`src/rtl/serial_addsub.sv`:
```
// serial_addsub: bit-serial adder/subtractor built around one sum/carry cell.
// Operands are shifted out LSB first, one bit per clock. The sum bits shift
// into S from the MSB side, so S holds the aligned result after WIDTH cycles.
// Subtraction is A + ~B + 1: B is inverted at load time and the carry is
// seeded with MODE.
//
// Handshake: START is accepted on a rising edge only in IDLE or FIN (when
// BUSY=0). BUSY is high for the WIDTH cycles that follow acceptance.
// DONE pulses for one cycle, and S/COUT/OVF are valid from that cycle
// until the next accepted operation starts shifting.
// START during RUN is ignored.
module serial_addsub #(
  parameter int WIDTH = 8,
  parameter int CW    = $clog2(WIDTH)
) (
  input  logic             CLK,
  input  logic             RST,
  input  logic             START,
  input  logic             MODE,
  input  logic [WIDTH-1:0] A,
  input  logic [WIDTH-1:0] B,
  output logic             BUSY,
  output logic             DONE,
  output logic [WIDTH-1:0] S,
  output logic             COUT,
  output logic             OVF,
  output logic [1:0]       dbg_state
);

  typedef enum logic [1:0] {
    IDLE = 2'd0,
    RUN  = 2'd1,
    FIN  = 2'd2
  } state_t;

  state_t           state;
  state_t           state_nx;
  logic [WIDTH-1:0] ra;
  logic [WIDTH-1:0] rb;
  logic             carry;
  logic [CW-1:0]    cnt;

  logic             accept;
  logic             last_bit;
  logic             sum_bit;
  logic             carry_nx;
  logic             busy_nx;
  logic             done_nx;

  assign dbg_state = state;

  // Serial cell: one full-adder slice plus the accept/last-bit decodes.
  always_comb begin
    accept   = START && ((state == IDLE) || (state == FIN));
    last_bit = (state == RUN) && (cnt == CW'(WIDTH - 1));
    sum_bit  = ra[0] ^ rb[0] ^ carry;
    carry_nx = (ra[0] & rb[0]) | (ra[0] & carry) | (rb[0] & carry);
  end

  // State register; reset has priority over START.
  always_ff @(posedge CLK) begin
    if (RST) state <= IDLE;
    else     state <= state_nx;
  end

  // Next-state logic.
  always_comb begin
    state_nx = state;
    unique case (state)
      IDLE:    if (accept) state_nx = RUN;
      RUN:     if (last_bit) state_nx = FIN;
      FIN:     state_nx = accept ? RUN : IDLE;
      default: state_nx = IDLE;
    endcase
  end

  // Output decode from the next state, so BUSY/DONE can be registered.
  always_comb begin
    busy_nx = (state_nx == RUN);
    done_nx = (state_nx == FIN);
  end

  // Registered handshake outputs.
  always_ff @(posedge CLK) begin
    if (RST) begin
      BUSY <= 1'b0;
      DONE <= 1'b0;
    end else begin
      BUSY <= busy_nx;
      DONE <= done_nx;
    end
  end

  // Datapath: load operands on accept, shift one bit per RUN cycle,
  // and capture the flags on the last bit.
  always_ff @(posedge CLK) begin
    if (RST) begin
      ra    <= '0;
      rb    <= '0;
      carry <= 1'b0;
      cnt   <= '0;
      S     <= '0;
      COUT  <= 1'b0;
      OVF   <= 1'b0;
    end else if (accept) begin
      ra    <= A;
      rb    <= MODE ? ~B : B;
      carry <= MODE;
      cnt   <= '0;
    end else if (state == RUN) begin
      ra    <= {1'b0, ra[WIDTH-1:1]};
      rb    <= {1'b0, rb[WIDTH-1:1]};
      carry <= carry_nx;
      S     <= {sum_bit, S[WIDTH-1:1]};
      cnt   <= cnt + CW'(1);
      if (last_bit) begin
        COUT <= carry_nx;
        // On the MSB slice, carry is the carry into the MSB and carry_nx is
        // the carry out of it; their XOR is the signed-overflow flag.
        OVF  <= carry ^ carry_nx;
      end
    end
  end

endmodule

```
`config.mk`:
```
export PLATFORM = sky130hd
export DESIGN_NAME = serial_addsub
export DESIGN_NICKNAME = d
export VERILOG_FILES = /design/src/rtl/serial_addsub.sv
export SDC_FILE = /design/constraint.sdc
export NUM_CORES = 1
export LEC_CHECK = 0
export CORE_MARGIN = 8
export CORE_UTILIZATION = 39
export DETAILED_ROUTE_END_ITERATION = 6
export PLACE_DENSITY_LB_ADDON = 0.08
export REMOVE_ABC_BUFFERS = 1
export SLEW_MARGIN = 10
export SYNTH_ARGS = -nofsm -noshare
export SYNTH_HDL_FRONTEND = slang
export SYNTH_SLANG_ARGS = --single-unit
export TNS_END_PERCENT = 10
```
`constraint.sdc`:
```
create_clock -name CLK -period 2.7 [get_ports CLK]
set_input_delay 0.27 -clock CLK [delete_from_list [all_inputs] [get_ports CLK]]
set_output_delay 0.27 -clock CLK [all_outputs]
set_load 0.02 [all_outputs]
```
==> metrics.txt, run 1 <==
DIE HEIGHT=78.2 µm; post-synthesis instance total=164; final worst path period share=0.639; Synth Area in Adders=0.0299; PostCTS Resize Cnt=0; critical path class=flop to flop; top post-synthesis cells by area=dfxtp_1 45%, nand2_1 7.0%, a21oi_1 5.6%; power per cell area=602 mW/mm²; largest net degree at the start of global routing=35; DRT Pass-1 Iters=4; routed len/inst=12.6 µm; vias per cell=4.98; Rows=22; CTS clk-pin slew, worst paths=0.06 ns; Placed Area=0.00179 mm²; Post-DRT Antenna Nets=0; DRC viols=0; register area=681 µm²; Layout Nets=215; Core ar.=0.00369 mm²; #FFs+latches synth=34; area of the multi-input gates=687 µm²; clock root buffer master=clkbuf_8; transition time of the tightest slew-check pin=0.977 ns; Netlist cell types=29; die area=0.00612 mm²; Primary FF master, synth=dfxtp_1; Tmin final=1.73 ns; clock sink count=34; cell area after synthesis=0.00151 mm²; CTS tree=done; starting density of the core=0.409; Synth Area in XOR/XNOR=0.0580; combinational power share=0.146; initial antenna violation count=0; GR Overflow Total=0; endpoints failing hold=0; worst path required time=2.89 ns; clock latency on the worst-skew pair=0.28 ns; first-pass GRT wire length=5.05 mm; Relative slew margins=0.349; EDFF count, synth=0; Yosys top cell by area=dfxtp_1; # IOs=34; maximum clock frequency=579 MHz; clock power share=0.377; Final setup viols=0; switch share=0.243; CP startpoint kind=flop; Max-Cap Viols=0; Psw=278 µW; # Post-CTS Setup Buffers=0; vias=1201; Hold Path Class=flop to flop; Max VDD drop=313 µV; antenna cell count=0; RSZ-0062 raised after global routing=false; # hold bufs at CTS=0; cts bufs inserted=5; Syn Area/Cell=9.20 µm²; vias in the first global route=1121; crit end category=flop; mux share of post-synthesis cell area=0.0133; share of cells above drive strength 1=0.0881; Final GP Congestion=0.722; max-slew violations=0; GR Util All Layers=0.102; Finished Cell Area=0.00190 mm²; setup TNS=0 ns; Synth top area share=0.451; combinational family with the most area after synthesis=simple AND/OR/NAND/NOR gates; Worst Clk Skew=0.00131 ns; post-synthesis sequential area ratio=0.451; placed insts=233; Port-buffer cells=33; final std cells w/o fill=241; Async SR Flop Fraction=0; CP arrival=1.91 ns; Iter 0 DRT Violations=107; post-layout util=0.516; synth warn=0; Max clock buf depth=2; most frequent cells in the layout=34 x dfxtp_1, 33 x clkdlybuf4s50_1, 28 x nand2_1; status=finished, final reports clean; H-tree levels=2; Lkg Pwr=0.000670 µW; crit path max fanout=24; synthesis-to-finish area growth=26.0%; Die W=78.2 µm; commonest non-fill, non-tap cell in the layout=dfxtp_1; complex-gate fraction of the synthesized area=0.174; Synth Area in Simple Gates=0.180; hpwl dp=2.00 mm; routed wire length=3.03 mm; Flop pwr share=0.477; P_int=867 µW; fillers=359
[critical path, cell delays in order (launching register included)]
cell and delay, ns:
dfxtp_1 0.43, nand2b_1 0.79, o22ai_1 0.14, a311oi_1 0.28
[cell usage after synthesis (2+ instances only)]
cell type	number
buf_8	3
o22ai_1	4
nand3_1	8
nand2_1	28
buf_6	3
a21oi_1	17
nand3b_1	2
nor3_1	9
mux2i_1	2
nor2_1	10
buf_4	4
xor2_1	8
xnor2_1	2
inv_1	3
dfxtp_1	34
buf_1	2
a22oi_1	5
ha_1	2
buf_2	2
a311oi_2	5
a311oi_1	2
nand2b_1	2
[path summary, 6_finish.rpt]
kind                           start            endpoint  slack, ns  depth (start not counted)
max          dbg_state[0]$_SDFF_PP0_  rb[0]$_SDFFE_PP0P_       0.97                          3
min                 OVF$_SDFFE_PP0P_    OVF$_SDFFE_PP0P_       0.45                          2
max reg2reg  dbg_state[0]$_SDFF_PP0_  rb[0]$_SDFFE_PP0P_       0.97                          3
min reg2reg         OVF$_SDFFE_PP0P_    OVF$_SDFFE_PP0P_       0.45                          2
[final cells by class]
type | instances | share of cell area
Clock buffer | 8 | 0.0579
Inverter | 3 | 0.00592
Sequential cell | 34 | 0.358
Timing Repair Buffer | 36 | 0.186
Tap cell | 48 | 0.0316
Multi-Input combinational cell | 112 | 0.361
[registers in the layout (all words and copies together) (netlist names)]
name       cells
cnt            3
ra             8
rb             8
OVF            1
COUT           1
carry          1
dbg_state      2
S              8
BUSY           1
DONE           1
[routing by layer]
layer,global-route usage,vias to the layer above,share of wire
li1,-,623,-
met1,0.113,545,0.46
met2,0.162,29,0.46
met3,0.0433,4,0.075
met4,0.0556,0,0.0083
met5,0,-,0
[cells by family (layout without fill, tap and decap cells)]
kind of cell	after synthesis	after routing
muxes	2	2
buffers and inverters	18	47
adders and majority gates	3	3
xor gates and xnor gates	10	10
and+or+nand+nor	61	61
DFF	34	34
AOI/OAI and AO/OA	36	36
[stage by stage]
stage | hold slack (ns) | power (µW) | worst slack (ns)
after floorplan | 0.338 | 651 | 1.14
after global placement | 0.441 | 722 | 0.869
after detailed placement | 0.445 | 726 | 0.799
after CTS | 0.455 | 1160 | 0.980
after global routing | 0.486 | 1210 | 0.835
final | 0.454 | 1150 | 0.974
[power by group through the flow]
stage	combinational (µW)	sequential (µW)	clock, µW
global route	182	550	476
floorplan	90.2	561	0
finish	167	546	432
global placement	165	557	0
CTS	169	546	446
detailed placement	169	557	0
No activity file was read; power rests on OpenSTA's default activity.
==> run 2, diff against run 1 <==
- clock period: 2.7 -> 1.8 ns (I/O delays scaled with it)
==> metrics.txt, run 2 (synthesis results as in run 1) <==
power per cell area=846 mW/mm² (+40%); Port-buffer cells=33 (unchanged); P_int=1190 µW (+37%); delay-heaviest family, CP=buffers and inverters; CTS tree=done; routed wire length=3.14 mm (+3.7%); crit end category=output pin; Worst path slowest cell=clkdlybuf4s50_1; Post-DRT Antenna Nets=0 (unchanged); Lkg Pwr=0.000661 µW (-1.5%); # IOs=34 (unchanged); CP arrival=1.36 ns (-0.55 ns); vias in the first global route=1176 (+4.9%); r2r startpoint=ra[0]$_SDFFE_PP0P_; worst hold path cell count=3 (+1); Die W=78.2 µm (unchanged); CP Cell Sequence=clkdlybuf4s50_1; GR Util All Layers=0.108 (+0.00640); Final setup viols=0 (unchanged); commonest non-fill, non-tap cell in the layout=dfxtp_1; share of cells above drive strength 1=0.0825 (-0.00561); Worst Hold Launch=A[7]; # Post-CTS Setup Buffers=0 (unchanged); CP startpoint kind=flop; first-pass GRT wire length=5.38 mm (+6.4%); DRT Pass-1 Iters=4 (unchanged); Flop pwr share=0.515 (+0.038); RR Endpoint=OVF$_SDFFE_PP0P_; max-slew violations=0 (unchanged); crit path max fanout=7 (-71%); endpoints failing hold=0 (unchanged); synthesis-to-finish area growth=24.8%; Tmin final=1.54 ns; largest registers=S: 8 flops, ra: 8 flops, rb: 8 flops; PostCTS Resize Cnt=0 (unchanged); clock root buffer master=clkbuf_8; GR Overflow Total=0 (unchanged); Relative slew margins=0.746 (+0.397); status=finished, final reports clean; setup TNS=0 ns (unchanged); Max-Cap Viols=0 (unchanged); largest net degree at the start of global routing=35 (unchanged); final worst path period share=0.853; biggest cell delay along the critical path=0.65 ns (-0.14 ns); hpwl dp=2.10 mm (+5.0%); Max clock buf depth=2 (unchanged); transition time of the tightest slew-check pin=0.381 ns (-0.596 ns); Rows=22 (unchanged); Layout Nets=217 (+0.93%); combinational power share=0.161 (+0.015); register area=681 µm² (unchanged); # hold bufs at CTS=0 (unchanged); DIE HEIGHT=78.2 µm (unchanged); initial antenna violation count=0 (unchanged); cts bufs inserted=5 (unchanged); antenna cell count=0 (unchanged); Buffers & Inverters on Critical Path=1 (+1); fillers=378 (+5.3%); routed len/inst=13.0 µm (+3.3%); worst path required time=1.62 ns (-1.27 ns); CTS clk-pin slew, worst paths=0.06 ns (about the same); WP depth=1 (-2); die area=0.00612 mm² (unchanged); flop-to-flop setup slack=0.44 ns (-0.53 ns); Final GP Congestion=0.728 (+0.82%); Worst Hold Path EP=ra[7]$_SDFFE_PP0P_; clock sink count=34 (unchanged); clock power share=0.323 (-0.054); DRC viols=0 (unchanged); final std cells w/o fill=242 (+0.41%); Worst Clk Skew=0.00639 ns (+0.00508 ns); critical path class=flop to output pin; Psw=408 µW (+47%); Iter 0 DRT Violations=76 (-29%); vias=1202 (+0.083%); starting density of the core=0.409 (unchanged); clock latency on the worst-skew pair=0.28 ns (about the same); Core ar.=0.00369 mm² (unchanged); most frequent cells in the layout=34 x dfxtp_1, 33 x clkdlybuf4s50_1, 28 x nand2_1; RSZ-0062 raised after global routing=false; vias per cell=4.97 (-0.33%); area of the multi-input gates=687 µm² (unchanged); depth of the worst register-to-register path=5 (+2); placed insts=235 (+0.86%); H-tree levels=2 (unchanged); total chip power=1590 µW (+39%); Hold Path Class=input port to flop; maximum clock frequency=651 MHz; Max VDD drop=418 µV (+33%); switch share=0.256 (+0.0134)
==> run 2: cell type report <==
class	count	share of cell area
multi-input combinational	112	0.365
timing repair buffer	38	0.195
clock buffer	7	0.0405
inverter	3	0.00598
sequential	34	0.361
tap	48	0.0319
==> run 2: power by group through the flow <==
stage	registers, µW	clock network [µW]	logic [µW]
global route	827	570	284
detailed placement	837	0	259
finish	821	515	257
floorplan	841	0	135
global placement	836	0	254
CTS	821	538	260
==> run 2: how the worst max path moves through the flow <==
stage	start	endpoint	slack (ns)
after detailed placement	START	rb[3]$_SDFFE_PP0P_	0.34
after floorplan	dbg_state[0]$_SDFF_PP0_	rb[0]$_SDFFE_PP0P_	0.24
after global routing	dbg_state[0]$_SDFF_PP0_	dbg_state[0]	0.22
final	dbg_state[0]$_SDFF_PP0_	dbg_state[0]	0.26
after CTS	dbg_state[0]$_SDFF_PP0_	dbg_state[0]	0.25
after global placement	MODE	rb[2]$_SDFFE_PP0P_	0.38
==> run 2: stage by stage <==
| step | setup slack, ns | utilization | area [µm²] | hold WS [ns] |
|---|---|---|---|---|
| 6_report | 0.264 | 0.511 | 1880 | 0.448 |
| 5_1_grt | 0.220 | 0.511 | 1880 | 0.450 |
| 4_1_cts | 0.254 | 0.511 | 1880 | 0.443 |
| 3_5_place_dp | 0.336 | 0.490 | 1810 | 0.446 |
| 3_3_place_gp | 0.377 | 0.490 | 1810 | 0.439 |
| 2_1_floorplan | 0.240 | - | 1380 | 0.248 |
==> run 2: layer usage <==
layer  share of wire  wire length (µm)  track usage  up-vias
li1                -                 -            -      620
met1            0.47              1480        0.122      550
met2            0.45              1420        0.171       25
met3           0.056               177       0.0467        7
met4           0.019                59       0.0537        0
met5               0                 0            0        -
==> run 3, diff against run 2 <==
- SKIP_CTS_REPAIR_TIMING: unset -> 1
==> results of run 3 <==
No change in the layout: final DEF, timing and power equal those of run 2.
